**src/rtl/jogo_memoria_pkg.sv**
```systemverilog
// rtl/jogo_memoria_pkg.sv - shared state codes and expected-value helper for jogo_memoria_param
package jogo_memoria_pkg;

   // Fixed codes so db_estado stays stable across builds
   typedef enum logic [3:0] {
      INICIAL        = 4'd0,
      PREPARA        = 4'd1,
      MOSTRA_LIGA    = 4'd2,
      MOSTRA_DESLIGA = 4'd3,
      ESPERA         = 4'd4,
      COMPARA        = 4'd5,
      PROX_RODADA    = 4'd6,
      FIM_GANHOU     = 4'd7,
      FIM_PERDEU     = 4'd8
   } estado_t;

   // One-hot button pattern for a sequence entry (callers keep the low N_BOTOES bits)
   function automatic logic [31:0] onehot_esperado(input logic [31:0] entrada);
      return 32'd1 << entrada;
   endfunction

endpackage

```
**src/rtl/jogo_memoria_param_sequencia_rom.sv**
```systemverilog
// rtl/jogo_memoria_param_sequencia_rom.sv - combinational sequence ROM, entry i = i mod N_BOTOES
module sequencia_rom #(
   parameter int N_BOTOES  = 4,
   parameter int N_RODADAS = 16,
   localparam int RW = (N_RODADAS > 1) ? $clog2(N_RODADAS) : 1,
   localparam int BW = $clog2(N_BOTOES)
) (
   input  logic [RW-1:0] i_endereco,
   output logic [BW-1:0] o_entrada
);

   logic [BW-1:0] w_rom [N_RODADAS];

   for (genvar gi = 0; gi < N_RODADAS; gi++) begin : g_rom
      assign w_rom[gi] = BW'(gi % N_BOTOES);
   end

   // Addresses past the last round never occur in play; return 0 rather than X
   assign o_entrada = (int'(i_endereco) < N_RODADAS) ? w_rom[i_endereco] : '0;

endmodule

```
**src/rtl/jogo_memoria_param.sv**
```systemverilog
// rtl/jogo_memoria_param.sv - sequence-memory game controller; JOGO_TIMEOUT_EN enables the press timeout
module jogo_memoria_param
   import jogo_memoria_pkg::*;
#(
   parameter int N_BOTOES       = 4,
   parameter int N_RODADAS      = 16,
   parameter int MOSTRA_CICLOS  = 1000,
   parameter int TIMEOUT_CICLOS = 5000,
   localparam int RW = (N_RODADAS > 1) ? $clog2(N_RODADAS) : 1
) (
   input  logic                clock,
   input  logic                reset,
   input  logic                jogar,
   input  logic [N_BOTOES-1:0] botoes,
   output logic [N_BOTOES-1:0] leds,
   output logic                pronto,
   output logic                ganhou,
   output logic                perdeu,
   output logic [3:0]          db_estado,
   output logic [RW-1:0]       db_rodada,
   output logic [RW-1:0]       db_jogada,
   output logic                db_timeout
);

   localparam int BW = $clog2(N_BOTOES);
   localparam int MW = (MOSTRA_CICLOS > 1) ? $clog2(MOSTRA_CICLOS) : 1;

   estado_t             r_estado;
   logic [RW-1:0]       r_rodada;
   logic [RW-1:0]       r_jogada;
   logic [MW-1:0]       r_mostra;
   logic [N_BOTOES-1:0] r_botoes_q;
   logic [N_BOTOES-1:0] r_captura;
   logic                r_jogar_q;
   logic                r_timeout;

   logic [BW-1:0]       w_entrada;
   logic [31:0]         w_esperado;
   logic                w_jogar_borda;
   logic                w_press;
   logic                w_acerto;
   logic                w_ultima;
   logic                w_final;
   logic                w_mostra_fim;
   logic                w_estouro;

   sequencia_rom #(
      .N_BOTOES  (N_BOTOES),
      .N_RODADAS (N_RODADAS)
   ) u_rom (
      .i_endereco (r_jogada),
      .o_entrada  (w_entrada)
   );

   assign w_esperado    = onehot_esperado(32'(w_entrada));
   assign w_jogar_borda = jogar & ~r_jogar_q;
   assign w_press       = (|botoes) & ~(|r_botoes_q);
   assign w_acerto      = (32'(r_captura) == w_esperado);
   assign w_ultima      = (r_jogada == r_rodada);
   assign w_final       = (r_rodada == RW'(N_RODADAS - 1));
   assign w_mostra_fim  = (r_mostra == MW'(MOSTRA_CICLOS - 1));

`ifdef JOGO_TIMEOUT_EN
   localparam int TW = (TIMEOUT_CICLOS > 1) ? $clog2(TIMEOUT_CICLOS) : 1;

   logic [TW-1:0] r_espera;

   // Idle counter: restarts whenever we are outside ESPERA or a press is accepted
   always_ff @(posedge clock or posedge reset) begin
      if (reset)
         r_espera <= '0;
      else if (r_estado != ESPERA || w_press)
         r_espera <= '0;
      else
         r_espera <= r_espera + TW'(1);
   end

   assign w_estouro  = (r_espera == TW'(TIMEOUT_CICLOS - 1));
   assign db_timeout = r_timeout;
`else
   assign w_estouro  = 1'b0;
   assign db_timeout = 1'b0;
`endif

   // Game FSM with round/play indices, display timer and press capture
   always_ff @(posedge clock or posedge reset) begin
      if (reset) begin
         r_estado   <= INICIAL;
         r_rodada   <= '0;
         r_jogada   <= '0;
         r_mostra   <= '0;
         r_botoes_q <= '0;
         r_captura  <= '0;
         r_jogar_q  <= 1'b0;
         r_timeout  <= 1'b0;
      end else begin
         r_jogar_q  <= jogar;
         r_botoes_q <= botoes;
         case (r_estado)
            INICIAL: begin
               if (w_jogar_borda) r_estado <= PREPARA;
            end
            PREPARA: begin
               r_rodada  <= '0;
               r_jogada  <= '0;
               r_mostra  <= '0;
               r_captura <= '0;
               r_timeout <= 1'b0;
               r_estado  <= MOSTRA_LIGA;
            end
            MOSTRA_LIGA: begin
               if (w_mostra_fim) begin
                  r_mostra <= '0;
                  r_estado <= MOSTRA_DESLIGA;
               end else begin
                  r_mostra <= r_mostra + MW'(1);
               end
            end
            MOSTRA_DESLIGA: begin
               if (w_mostra_fim) begin
                  r_mostra <= '0;
                  if (w_ultima) begin
                     r_jogada <= '0;
                     r_estado <= ESPERA;
                  end else begin
                     r_jogada <= r_jogada + RW'(1);
                     r_estado <= MOSTRA_LIGA;
                  end
               end else begin
                  r_mostra <= r_mostra + MW'(1);
               end
            end
            ESPERA: begin
               // A press on the same cycle as the timeout takes priority
               if (w_press) begin
                  r_captura <= botoes;
                  r_estado  <= COMPARA;
               end else if (w_estouro) begin
                  r_timeout <= 1'b1;
                  r_estado  <= FIM_PERDEU;
               end
            end
            COMPARA: begin
               if (!w_acerto) begin
                  r_estado <= FIM_PERDEU;
               end else if (!w_ultima) begin
                  r_jogada <= r_jogada + RW'(1);
                  r_estado <= ESPERA;
               end else if (!w_final) begin
                  r_estado <= PROX_RODADA;
               end else begin
                  r_estado <= FIM_GANHOU;
               end
            end
            PROX_RODADA: begin
               r_rodada <= r_rodada + RW'(1);
               r_jogada <= '0;
               r_estado <= MOSTRA_LIGA;
            end
            FIM_GANHOU, FIM_PERDEU: begin
               if (w_jogar_borda) r_estado <= PREPARA;
            end
            default: r_estado <= INICIAL;
         endcase
      end
   end

   // Moore output decode: LEDs show the sequence item, echo buttons while waiting
   always_comb begin
      leds = '0;
      case (r_estado)
         MOSTRA_LIGA: leds = w_esperado[N_BOTOES-1:0];
         ESPERA:      leds = botoes;
         default:     leds = '0;
      endcase
   end

   assign pronto    = (r_estado == FIM_GANHOU) || (r_estado == FIM_PERDEU);
   assign ganhou    = (r_estado == FIM_GANHOU);
   assign perdeu    = (r_estado == FIM_PERDEU);
   assign db_estado = r_estado;
   assign db_rodada = r_rodada;
   assign db_jogada = r_jogada;

endmodule

```
**config.mk**
```make
export PLATFORM = sky130hd
export DESIGN_NAME = jogo_memoria_param
export DESIGN_NICKNAME = d
export VERILOG_FILES = /design/src/rtl/jogo_memoria_pkg.sv /design/src/rtl/jogo_memoria_param_sequencia_rom.sv /design/src/rtl/jogo_memoria_param.sv
export SDC_FILE = /design/constraint.sdc
export NUM_CORES = 1
export LEC_CHECK = 0
export BUFFER_PORTS_ARGS = -buffer_cell sky130_fd_sc_hd__buf_4
export CORE_UTILIZATION = 40
export DETAILED_ROUTE_END_ITERATION = 8
export MAX_ROUTING_LAYER = met4
export PLACE_DENSITY = 0.62
export SYNTH_ARGS = -nofsm -noshare
export SYNTH_HDL_FRONTEND = slang
export SYNTH_SLANG_ARGS = --single-unit
```
**constraint.sdc**
```tcl
create_clock -name clock -period 2.7 [get_ports clock]
set_input_delay 0.54 -clock clock [delete_from_list [all_inputs] [get_ports clock]]
set_output_delay 0.54 -clock clock [all_outputs]
set_load 0.02 [all_outputs]
```
==> results of run 1 <==
-- per-stage QoR --
step / cell area [µm²] / total power [mW] / util [%] / std cells / hold slack [ps]
6_report: 2290 / 0.969 / 51.4 / 295 / 340
5_1_grt: 2290 / 1.01 / 51.4 / 295 / 360
4_1_cts: 2290 / 0.980 / 51.4 / 295 / 354
3_5_place_dp: 2170 / 0.502 / 48.8 / 287 / 484
3_3_place_gp: 2170 / 0.502 / 48.8 / 287 / 495
2_1_floorplan: 1900 / 0.488 / - / 212 / 451
-- cells in the final DEF (no fill, tap or decap), drive strengths merged, types with 4 or more instances in the layout --
master  count
buf        33
dfrtp      31
nand2      17
nor2       17
inv        15
o21ai      13
a21oi      10
xor2        9
nor3        9
nand4       7
mux2i       6
ha          6
clkbuf      6
nand3       5
xnor2       5
nor4        4
nor2b       4
a211oi      4
a22oi       4
-- worst paths after layout --
| kind | from | end | slack, ps | depth (start not counted) |
|---|---|---|---|---|
| min reg2reg | r_mostra[9] | r_mostra[9] | 500 | 1 |
| min | reset | r_botoes_q[3] | 340 | 3 |
| max in group asynchronous | reset | r_mostra[7] | 2070 | 3 |
| min in group clock | jogar | r_jogar_q | 370 | 1 |
| max reg2reg | db_jogada[0] | db_jogada[0] | 240 | 7 |
| max | db_jogada[0] | db_jogada[0] | 240 | 7 |
-- Yosys cell counts, types with 3 or more instances --
cell	n	area (µm²)
sky130_fd_sc_hd__dfrtp_1	31	776
sky130_fd_sc_hd__nand2_1	17	63.8
sky130_fd_sc_hd__nor2_1	17	63.8
sky130_fd_sc_hd__inv_1	15	56.3
sky130_fd_sc_hd__a21oi_1	10	50.1
sky130_fd_sc_hd__o21ai_0	10	50.1
sky130_fd_sc_hd__nor3_1	9	45.0
sky130_fd_sc_hd__xor2_1	9	78.8
sky130_fd_sc_hd__clkbuf_1	7	26.3
sky130_fd_sc_hd__nand4_1	7	43.8
sky130_fd_sc_hd__ha_1	6	75.1
sky130_fd_sc_hd__mux2i_1	6	60.1
sky130_fd_sc_hd__nand3_1	5	25.0
sky130_fd_sc_hd__xnor2_1	5	43.8
sky130_fd_sc_hd__a211oi_1	4	30.0
sky130_fd_sc_hd__a22oi_1	4	30.0
sky130_fd_sc_hd__nor2b_1	4	25.0
sky130_fd_sc_hd__nor4_1	4	25.0
sky130_fd_sc_hd__nand2b_1	3	18.8
sky130_fd_sc_hd__o21ai_1	3	15.0
-- report_power, final --
| part | leakage (nW) | switching (mW) | total [mW] | internal, mW |
|---|---|---|---|---|
| Combinational | 0.588 | 0.0153 | 0.0230 | 0.00767 |
| Clock | 0.0612 | 0.178 | 0.477 | 0.298 |
| Sequential | 0.407 | 0.000894 | 0.469 | 0.468 |
| Total | 1.06 | 0.195 | 0.969 | 0.774 |
-- logic make-up (layout without fill, tap and decap cells) --
kind of cell | count (synthesis) | in the layout
simple gates | 78 | 78
compound gates | 50 | 50
buf+inv | 25 | 56
other cells | 1 | 1
mux | 7 | 7
fa+ha+maj | 6 | 6
xor+xnor | 14 | 14
flops | 31 | 31
-- cell type report --
class,instances,area [µm²]
Sequential cell,31,776
Clock buffer,6,82.6
Inverter,15,56.3
Tap cell,52,65.1
Timing Repair Buffer,33,248
Multi-Input combinational cell,156,1020
Fill cell,446,2160
Clock inverter,2,35.0
-- state kept, by name, summed over array words and instances, names as in the netlist --
register	count
db_estado	4
r_mostra	10
db_jogada	4
r_jogar_q	1
db_rodada	4
r_botoes_q	4
r_captura	4
-- critical path: cells and delay by family, from the launching register on --
family	cells	cell delay [ps]
AND/OR/NAND/NOR	2	950
flip-flops	1	510
AO/OA/AOI/OAI	2	440
adder cells (fa/ha/maj)	1	240
XOR/XNOR	1	160
buffers and inverters	1	110
-- layer usage --
metal / wire (µm) / vias to the layer above / GRT usage (%)
met5: 0 / - / -
met4: 78 / 0 / 6.89
met3: 187 / 8 / 4.99
met2: 1840 / 42 / 26.4
met1: 2160 / 800 / 27.1
li1: - / 826 / -
==> out/qor.txt, run 1 <==
CLOCK TREE
----------------------------------------------------------------------------------------
Hold Buf Count CTS                                                                     0
CTS H-tree lvls                                                                        2
Clk sinks                                                                             31
Clock root buffer master                                                    sky130_fd_sc_hd__clkbuf_8
CTS tree                                                                             yes
Clock transition at the registers of the reported paths                            70 ps
Cts repair resizes                                                                     0
Number of buffers between clock root and the deepest sink                              2
Clk Latency, worst-skew pair                                                      280 ps
Clock buffer count from CTS                                                            5
Total setup buffers inserted after CTS                                                 0

YOSYS
----------------------------------------------------------------------------------------
Count of warnings emitted by yosys                                                     0
Synth async-reset ratio                                                             100%
Simple-Gate Fraction of Synth Area                                                 21.4%
Xor and xnor area share after synthesis                                            6.46%
Fraction of the mapped netlist area in compound gates                              18.2%
Synth cell types                                                                      50
Sequential area share after synthesis                                              40.9%
Synth Cell Area                                                                 1900 µm²
Area share of fa/ha/maj cells after synthesis                                      3.96%
Total nets after synthesis                                                           225
Mapped Cells                                                                         212
Average size of a mapped cell                                                   8.95 µm²
Post-synthesis register bit count                                                     31
Number of enable flip-flop cells after synthesis                                       0
Leading register cell type out of synthesis                                 sky130_fd_sc_hd__dfrtp_1
Dominant combinational cell family by area after synthesis                  simple AND/OR/NAND/NOR gates
Multiplexer area fraction after synthesis                                          3.76%

STA
----------------------------------------------------------------------------------------
Post-layout min period                                                           2460 ps
Worst clock skew on the final layout                                             1.79 ps
Max transition margin                                                              53.2%
RSZ-0062 raised after global routing                                               false
Post-route setup TNS                                                                0 ps
Fmax                                                                           0.406 GHz
Hold Vio Cnt, Final                                                                    0
Final number of max-transition violations                                              0
Worst Slack Setup Final                                                           237 ps
Setup-violating endpoint count in the final report                                     0
Tcrit/Tclk final                                                                   91.2%
Slew of the pin with the lowest slew margin                                       693 ps

GLOBAL ROUTE
----------------------------------------------------------------------------------------
Largest net degree at the start of global routing                                     32
Via count of the first global-routing pass                                          1525
Number of antenna violations at the first check in global routing                      0
Gr ovfl total                                                                          0
Global router's overall resource usage                                             19.2%
Global-route wire length before repair                                           7250 µm

PLACE
----------------------------------------------------------------------------------------
Final weighted congestion of routability-driven global placement                   0.817
Number of buffer cells added on primary ports                                         25
Total half-perimeter wirelength after legalization and detailed placement        3090 µm
Placement-stage worst setup slack                                                 241 ps

DETAILED ROUTING
----------------------------------------------------------------------------------------
Number of optimization iterations in the first detailed-route pass                     6
Aggregate routed wire length                                                     4270 µm
Residual DRC count                                                                     0
Via total after detailed routing                                                    1676
Drt via density                                                                     5.68
Wire per inst                                                                    14.5 µm
Post-route ant nets                                                                    0
Starting DRT DRC Count                                                               165

FINISH
----------------------------------------------------------------------------------------
Area delta synth->final                                                            20.4%
Share of post-route cells with drive strength above 1                              20.6%
Layout net count                                                                     255
Antenna diode count                                                                    0

POWER
----------------------------------------------------------------------------------------
Leakage power summed over all cells                                              1.06 nW
Power density normalized to cell area                                         424 nW/µm²
Maximum vdd drop                                                                0.312 mV

FLOORPLAN
----------------------------------------------------------------------------------------
Core Area                                                                       4440 µm²
Die Span Y                                                                       70.9 µm
Starting utilization of the core area                                              42.7%
Number of core rows                                                                   24
Boundary pin count                                                                    27
DIE AREA                                                                        5020 µm²
Die Wd                                                                           70.9 µm

SETUP PATH
----------------------------------------------------------------------------------------
Worst setup path category                                                   register to register
Crit-path max FO                                                                       8
Capturing element type of the critical path                                     register
WP data required                                                                 2910 ps
Critical-path cell list                                                     inv_1 -> ha_1 -> xor2_1 -> or4_4 -> o31a_1 -> or3b_4 -> o21ai_1
Data arrival time of the critical path                                           2670 ps
Critical path's largest stage delay                                               520 ps
Worst Setup Start Kind                                                          register
Standard cell with the maximum stage delay on the critical path             sky130_fd_sc_hd__or4_4

FLOW RUN
----------------------------------------------------------------------------------------
Max Cap Viol                                                                           0

OUTCOME
----------------------------------------------------------------------------------------
Outcome                                                                     complete, no violations

WORST HOLD PATH
----------------------------------------------------------------------------------------
Tightest Hold Check Type                                                    input port to async pin

Note: power is estimated with default switching activity, not from simulation.
==> run 2: changes to the inputs <==
--- a/config.mk
+++ b/config.mk
@@ -12,4 +12,5 @@
 export PLACE_DENSITY = 0.62
 export SYNTH_ARGS = -nofsm -noshare
 export SYNTH_HDL_FRONTEND = slang
+export SYNTH_HIERARCHICAL = 1
 export SYNTH_SLANG_ARGS = --single-unit
==> run 2 against run 1 <==
Compared with the run above: first-iteration DRC count down 40%; utilization shrank 3.9 points; via count fell by 5.0%; wire length rose by 1.9%; combinational power rose to 38 times the previous value; maximum frequency down 0.83%; count of clock-buffer cells in the layout unchanged; highest routed layer unchanged; sequential power grew 54%.
==> out/qor.txt, run 2 <==
POWER
----------------------------------------------------------------------------------------
Net switching power                                                               818 µW
Switching part of the total power                                                  42.4%
Proportion of power drawn by flip-flops and latches                                37.5%
Combinational fraction of design power                                             45.0%
Maximum vdd drop                                                                0.355 mV
Proportion of power drawn by the clock network                                     17.5%
Leakage power summed over all cells                                              1.03 nW
Internal power of the cells                                                      1.11 mW
Power density normalized to cell area                                         865 nW/µm²

YOSYS
----------------------------------------------------------------------------------------
Mapped Cells                                                                         202
Synth cell types                                                                      64
Top-count cell post-synth                                                   sky130_fd_sc_hd__dfrtp_1
Post-synthesis register bit count                                                     31
Count of warnings emitted by yosys                                                     6
Fraction of post-synthesis cell area in the top cell type by area                  39.9%
Number of enable flip-flop cells after synthesis                                       0
Total nets after synthesis                                                           212
Average size of a mapped cell                                                   9.63 µm²
Sequential area share after synthesis                                              39.9%
Cell types with the largest area share after synthesis                      sky130_fd_sc_hd__dfrtp_1 (40%), sky130_fd_sc_hd__xnor2_1 (3.2%), sky130_fd_sc_hd__mux2_2 (2.9%)
Synth async-reset ratio                                                             100%
Largest area contributor in the synthesized netlist                         sky130_fd_sc_hd__dfrtp_1
Most common library cells after synthesis                                   sky130_fd_sc_hd__dfrtp_1 (31), sky130_fd_sc_hd__nor2_1 (14), sky130_fd_sc_hd__a21oi_1 (11), sky130_fd_sc_hd__nand2_1 (11), sky130_fd_sc_hd__inv_1 (10)
Synth Cell Area                                                                 1940 µm²
Leading register cell type out of synthesis                                 sky130_fd_sc_hd__dfrtp_1

FINISH
----------------------------------------------------------------------------------------
Share of post-route cells with drive strength above 1                              23.8%
Layout Utilization                                                                 47.6%
Most flop-heavy register                                                        r_mostra
Antenna diode count                                                                    0
Top library cells by usage in the layout, fill and taps aside               sky130_fd_sc_hd__dfrtp_1 (31), sky130_fd_sc_hd__buf_4 (28), sky130_fd_sc_hd__nor2_1 (14)
Final instance area                                                             2230 µm²
Layout net count                                                                     238
Area delta synth->final                                                            14.8%
Max FFs per register                                                                  10
Most common library cell in the layout ignoring fill and taps               sky130_fd_sc_hd__dfrtp_1

STA
----------------------------------------------------------------------------------------
Setup-violating endpoint count in the final report                                     0
Post-layout min period                                                           2480 ps
Worst clock skew on the final layout                                             6.33 ps
Hold Vio Cnt, Final                                                                    0
Slew of the pin with the lowest slew margin                                       600 ps
Max transition margin                                                              60.0%
RSZ-0062 raised after global routing                                               false
Tcrit/Tclk final                                                                   92.0%
Final number of max-transition violations                                              0
Fmax                                                                           0.403 GHz
Post-route setup TNS                                                                0 ps

CLOCK TREE
----------------------------------------------------------------------------------------
CTS H-tree lvls                                                                        2
Number of buffers between clock root and the deepest sink                              2
Clk Latency, worst-skew pair                                                      280 ps
Hold Buf Count CTS                                                                     0
Clock buffer count from CTS                                                            5
Clk sinks                                                                             31
CTS tree                                                                             yes
Cts repair resizes                                                                     0
Clock transition at the registers of the reported paths                            60 ps
Clock root buffer master                                                    sky130_fd_sc_hd__clkbuf_8
Total setup buffers inserted after CTS                                                 0

DETAILED ROUTING
----------------------------------------------------------------------------------------
Residual DRC count                                                                     0
Aggregate routed wire length                                                     4360 µm
Post-route ant nets                                                                    0
Via total after detailed routing                                                    1592
Wire per inst                                                                    15.5 µm
Drt via density                                                                     5.67
Number of optimization iterations in the first detailed-route pass                     4
Starting DRT DRC Count                                                                99

GLOBAL ROUTE
----------------------------------------------------------------------------------------
Largest net degree at the start of global routing                                     32
GRT Max-Usage Layer                                                                 met1
Global-route wire length before repair                                           7100 µm
Gr ovfl total                                                                          0
Number of antenna violations at the first check in global routing                      0
Global routing met3 resource utilization                                           4.22%
Fraction of met1 tracks used by global routing                                     27.2%
Global router's overall resource usage                                             18.5%
M2 GR Usage                                                                        24.5%
Via count of the first global-routing pass                                          1440

FLOORPLAN
----------------------------------------------------------------------------------------
Core Area                                                                       4690 µm²
Die Span Y                                                                       71.7 µm
Die Wd                                                                           71.7 µm
Boundary pin count                                                                    27
DIE AREA                                                                        5140 µm²
Number of core rows                                                                   25
Starting utilization of the core area                                              41.4%

WORST HOLD PATH
----------------------------------------------------------------------------------------
Tightest Hold Check Type                                                    input port to async pin

SETUP PATH
----------------------------------------------------------------------------------------
Data arrival time of the critical path                                           1940 ps
Capturing element type of the critical path                                   output pin
Worst setup path category                                                   register to output pin
WP data required                                                                 2160 ps
Worst Setup Start Kind                                                          register
Crit-path max FO                                                                      18

PLACE
----------------------------------------------------------------------------------------
Total half-perimeter wirelength after legalization and detailed placement        3030 µm
Final weighted congestion of routability-driven global placement                   0.814
Area after DPL                                                                  2160 µm²
Number of buffer cells added on primary ports                                         25

OUTCOME
----------------------------------------------------------------------------------------
Outcome                                                                     complete, no violations

FLOW RUN
----------------------------------------------------------------------------------------
Max Cap Viol                                                                           0

-- run 2: logic make-up after synthesis --
family	after synthesis	synth area share, %
AND/OR/NAND/NOR	78	23.6
AO/OA/AOI/OAI	51	19.4
flip-flops	31	39.9
buffers and inverters	19	5.15
XOR/XNOR	9	4.05
multiplexers	9	5.21
adder cells (fa/ha/maj)	4	2.45
other	1	0.193
-- run 2: stage by stage --
stage | power (mW) | hold slack [ps] | setup slack [ps] | std cells
floorplan | 1.36 | 457 | 790 | 202
global placement | 1.59 | 493 | 596 | 275
detailed placement | 1.60 | 504 | 558 | 275
CTS | 1.94 | 361 | 233 | 281
global route | 2.07 | 367 | 121 | 281
finish | 1.93 | 350 | 216 | 281
-- run 2: power groups by stage --
stage                     Combinational, mW  Sequential [mW]  Clock [mW]
final                                 0.870            0.724       0.337
after global routing                  0.964            0.740       0.365
after CTS                             0.875            0.719       0.349
after detailed placement              0.871            0.727           0
after global placement                0.868            0.722           0
after floorplan                       0.670            0.694           0
-- run 2: per-layer routing --
layer / part of all wire, % / wire length (µm) / up-vias
li1: - / - / 784
met1: 53 / 2300 / 756
met2: 41 / 1780 / 47
met3: 5.2 / 225 / 5
met4: 1.1 / 49 / 0
met5: 0 / 0 / -
-- run 2: critical path: stages (launching register included) --
cell                      delay (ps)
sky130_fd_sc_hd__dfrtp_1         660
sky130_fd_sc_hd__inv_1           210
sky130_fd_sc_hd__and3_1          250
sky130_fd_sc_hd__and2_1          180
sky130_fd_sc_hd__a31o_2          210
sky130_fd_sc_hd__buf_4           150
-- run 2: final timing paths --
kind                       cells after the start           end  slack [ps]    startpoint
max reg2reg                                    5  db_estado[0]         640  db_estado[2]
min                                            3   r_mostra[2]         350         reset
max in group asynchronous                      3  db_rodada[0]        2050         reset
min in group clock                             1     r_jogar_q         370         jogar
max                                            5       leds[3]         220  db_estado[0]
min reg2reg                                    1   r_mostra[9]         520   r_mostra[9]
-- run 2: layout make-up --
| class | instances | area, µm² |
|---|---|---|
| fill | 461 | 2460 |
| inverter | 10 | 37.5 |
| sequential | 31 | 776 |
| tap | 54 | 67.6 |
| clock buffer | 6 | 72.6 |
| timing repair buffer | 28 | 210 |
| multi-input combinational | 152 | 1070 |
==> run 3: changes to the inputs <==
==> constraint.sdc (replaced) <==
create_clock -name clock -period 3.1 [get_ports clock]
set_input_delay 0.62 -clock clock [delete_from_list [all_inputs] [get_ports clock]]
set_output_delay 0.62 -clock clock [all_outputs]
set_load 0.02 [all_outputs]
==> run 3 against run 2 <==
Compared with the run above: count of clock-buffer cells in the layout up 2; critical path depth stayed put; via count down 0.25%; flip-flop and latch count stayed put; clock skew is 3.1 ps higher; wire length shrank 6.1%; first-iteration DRC count shrank 26%; critical path type unchanged.
==> out/qor.txt, run 3 (synthesized netlist as in run 2, its figures left out) <==
CLOCK TREE
----------------------------------------------------------------------------------------
Clk Latency, worst-skew pair                                                      290 ps
CTS tree                                                                             yes
Clk sinks                                                                             31
Clock buffer count from CTS                                                            5
Total setup buffers inserted after CTS                                                 0
Hold Buf Count CTS                                                                     0
Number of buffers between clock root and the deepest sink                              2
Clock root buffer master                                                    sky130_fd_sc_hd__clkbuf_8
Clock transition at the registers of the reported paths                            70 ps
Cts repair resizes                                                                     0
CTS H-tree lvls                                                                        2

STA
----------------------------------------------------------------------------------------
Setup-violating endpoint count in the final report                                     0
Post-layout min period                                                           2600 ps
Tightest hold margin                                                              416 ps
Tcrit/Tclk final                                                                   83.8%
RSZ-0062 raised after global routing                                               false
Slew of the pin with the lowest slew margin                                       674 ps
Post-route setup TNS                                                                0 ps
Final number of max-transition violations                                              0
Fmax                                                                           0.385 GHz
Hold Vio Cnt, Final                                                                    0
Worst clock skew on the final layout                                             9.44 ps
Max transition margin                                                              54.9%

POWER
----------------------------------------------------------------------------------------
Power density normalized to cell area                                         767 nW/µm²
Maximum vdd drop                                                                0.322 mV
Total power after layout                                                         1.72 mW
Leakage power summed over all cells                                              1.03 nW

DETAILED ROUTING
----------------------------------------------------------------------------------------
Via total after detailed routing                                                    1588
Number of optimization iterations in the first detailed-route pass                     4
Residual DRC count                                                                     0
Drt via density                                                                     5.65
Post-route ant nets                                                                    0
Aggregate routed wire length                                                     4090 µm
Starting DRT DRC Count                                                                73
Wire per inst                                                                    14.5 µm

FLOORPLAN
----------------------------------------------------------------------------------------
Die Span Y                                                                       71.7 µm
Number of core rows                                                                   25
Core Area                                                                       4690 µm²
Starting utilization of the core area                                              41.4%
Die Wd                                                                           71.7 µm
Boundary pin count                                                                    27
DIE AREA                                                                        5140 µm²

SETUP PATH
----------------------------------------------------------------------------------------
Crit path max-delay family                                                    flip-flops
Critical path's largest stage delay                                               670 ps
Crit-path max FO                                                                      16
Worst setup path category                                                   register to output pin
Capturing element type of the critical path                                   output pin
Combined buffer and inverter count along the critical path                             1
WP data required                                                                 2480 ps
Data arrival time of the critical path                                           1980 ps
Critical-path cell list                                                     nor2_1 -> and3_1 -> and2_1 -> a31o_2 -> buf_4
Worst Setup Start Kind                                                          register
Standard cell with the maximum stage delay on the critical path             sky130_fd_sc_hd__dfrtp_1

GLOBAL ROUTE
----------------------------------------------------------------------------------------
Global router's overall resource usage                                             17.6%
Largest net degree at the start of global routing                                     32
Via count of the first global-routing pass                                          1401
Global-route wire length before repair                                           6790 µm
Gr ovfl total                                                                          0
Number of antenna violations at the first check in global routing                      0

FINISH
----------------------------------------------------------------------------------------
Area delta synth->final                                                            15.4%
Most common library cell in the layout ignoring fill and taps               sky130_fd_sc_hd__dfrtp_1
Share of post-route cells with drive strength above 1                              23.8%
Max FFs per register                                                                  10
Antenna diode count                                                                    0
Top library cells by usage in the layout, fill and taps aside               sky130_fd_sc_hd__dfrtp_1 (31), sky130_fd_sc_hd__buf_4 (26), sky130_fd_sc_hd__nor2_1 (14)
Layout net count                                                                     236
Most flop-heavy register                                                        r_mostra

OUTCOME
----------------------------------------------------------------------------------------
Outcome                                                                     complete, no violations

FLOW RUN
----------------------------------------------------------------------------------------
Max Cap Viol                                                                           0

PLACE
----------------------------------------------------------------------------------------
Total half-perimeter wirelength after legalization and detailed placement        2910 µm
Number of buffer cells added on primary ports                                         25
Final weighted congestion of routability-driven global placement                   0.802

WORST HOLD PATH
----------------------------------------------------------------------------------------
Tightest Hold Check Type                                                    input port to async pin

-- run 3: changes by cell type in the layout (fill, tap and decap cells not counted), sizes merged --
cell    delta
clkbuf     +2
buf        -2
-- run 3: cell type report --
| type | instances | area [µm²] |
|---|---|---|
| well taps | 54 | 67.6 |
| flip-flops and latches | 31 | 776 |
| repair buffers | 26 | 195 |
| inverters | 10 | 37.5 |
| fillers | 432 | 2450 |
| clock buffers | 8 | 100 |
| multi-input cells | 152 | 1070 |
-- run 3: power breakdown --
part           switching [mW]  leakage, nW  internal [mW]
Combinational           0.403        0.574          0.339
Sequential              0.159        0.405          0.473
Clock                   0.146       0.0515          0.202
-- run 3: final timing paths --
kind                       slack [ps]  depth (start not counted)           end    startpoint
hold reg to reg                   510                          1   r_mostra[9]   r_mostra[9]
setup reg to reg                 1060                          5  db_jogada[3]  db_estado[0]
setup / recovery                  500                          5       leds[2]  db_estado[3]
max in group asynchronous        2380                          3  db_rodada[1]         reset
min in group clock                450                          1     r_jogar_q         jogar
hold / removal                    420                          3   r_mostra[2]         reset
-- run 3: worst register-to-register path, stage by stage, from the launching register on --
cell                      delay [ps]
sky130_fd_sc_hd__dfrtp_1         680
sky130_fd_sc_hd__nor3b_1         630
sky130_fd_sc_hd__o21a_1          220
sky130_fd_sc_hd__a21oi_1         100
sky130_fd_sc_hd__a31oi_1         200
sky130_fd_sc_hd__o22ai_1         110
-- run 3: per-stage QoR --
stage / worst slack, ps / util (%) / cells / area [µm²]
after floorplan: 1110 / - / 202 / 1940
after global placement: 890 / 45.7 / 273 / 2140
after detailed placement: 847 / 45.7 / 273 / 2140
after CTS: 528 / 47.8 / 281 / 2240
after global routing: 415 / 47.8 / 281 / 2240
final: 503 / 47.8 / 281 / 2240
-- run 3: routing by layer --
metal | track usage (%) | vias up | wire length (µm)
met5 | - | - | 0
met4 | 5.88 | 0 | 63
met3 | 4.22 | 6 | 139
met2 | 23.1 | 28 | 1670
met1 | 26.2 | 767 | 2210
li1 | - | 787 | -
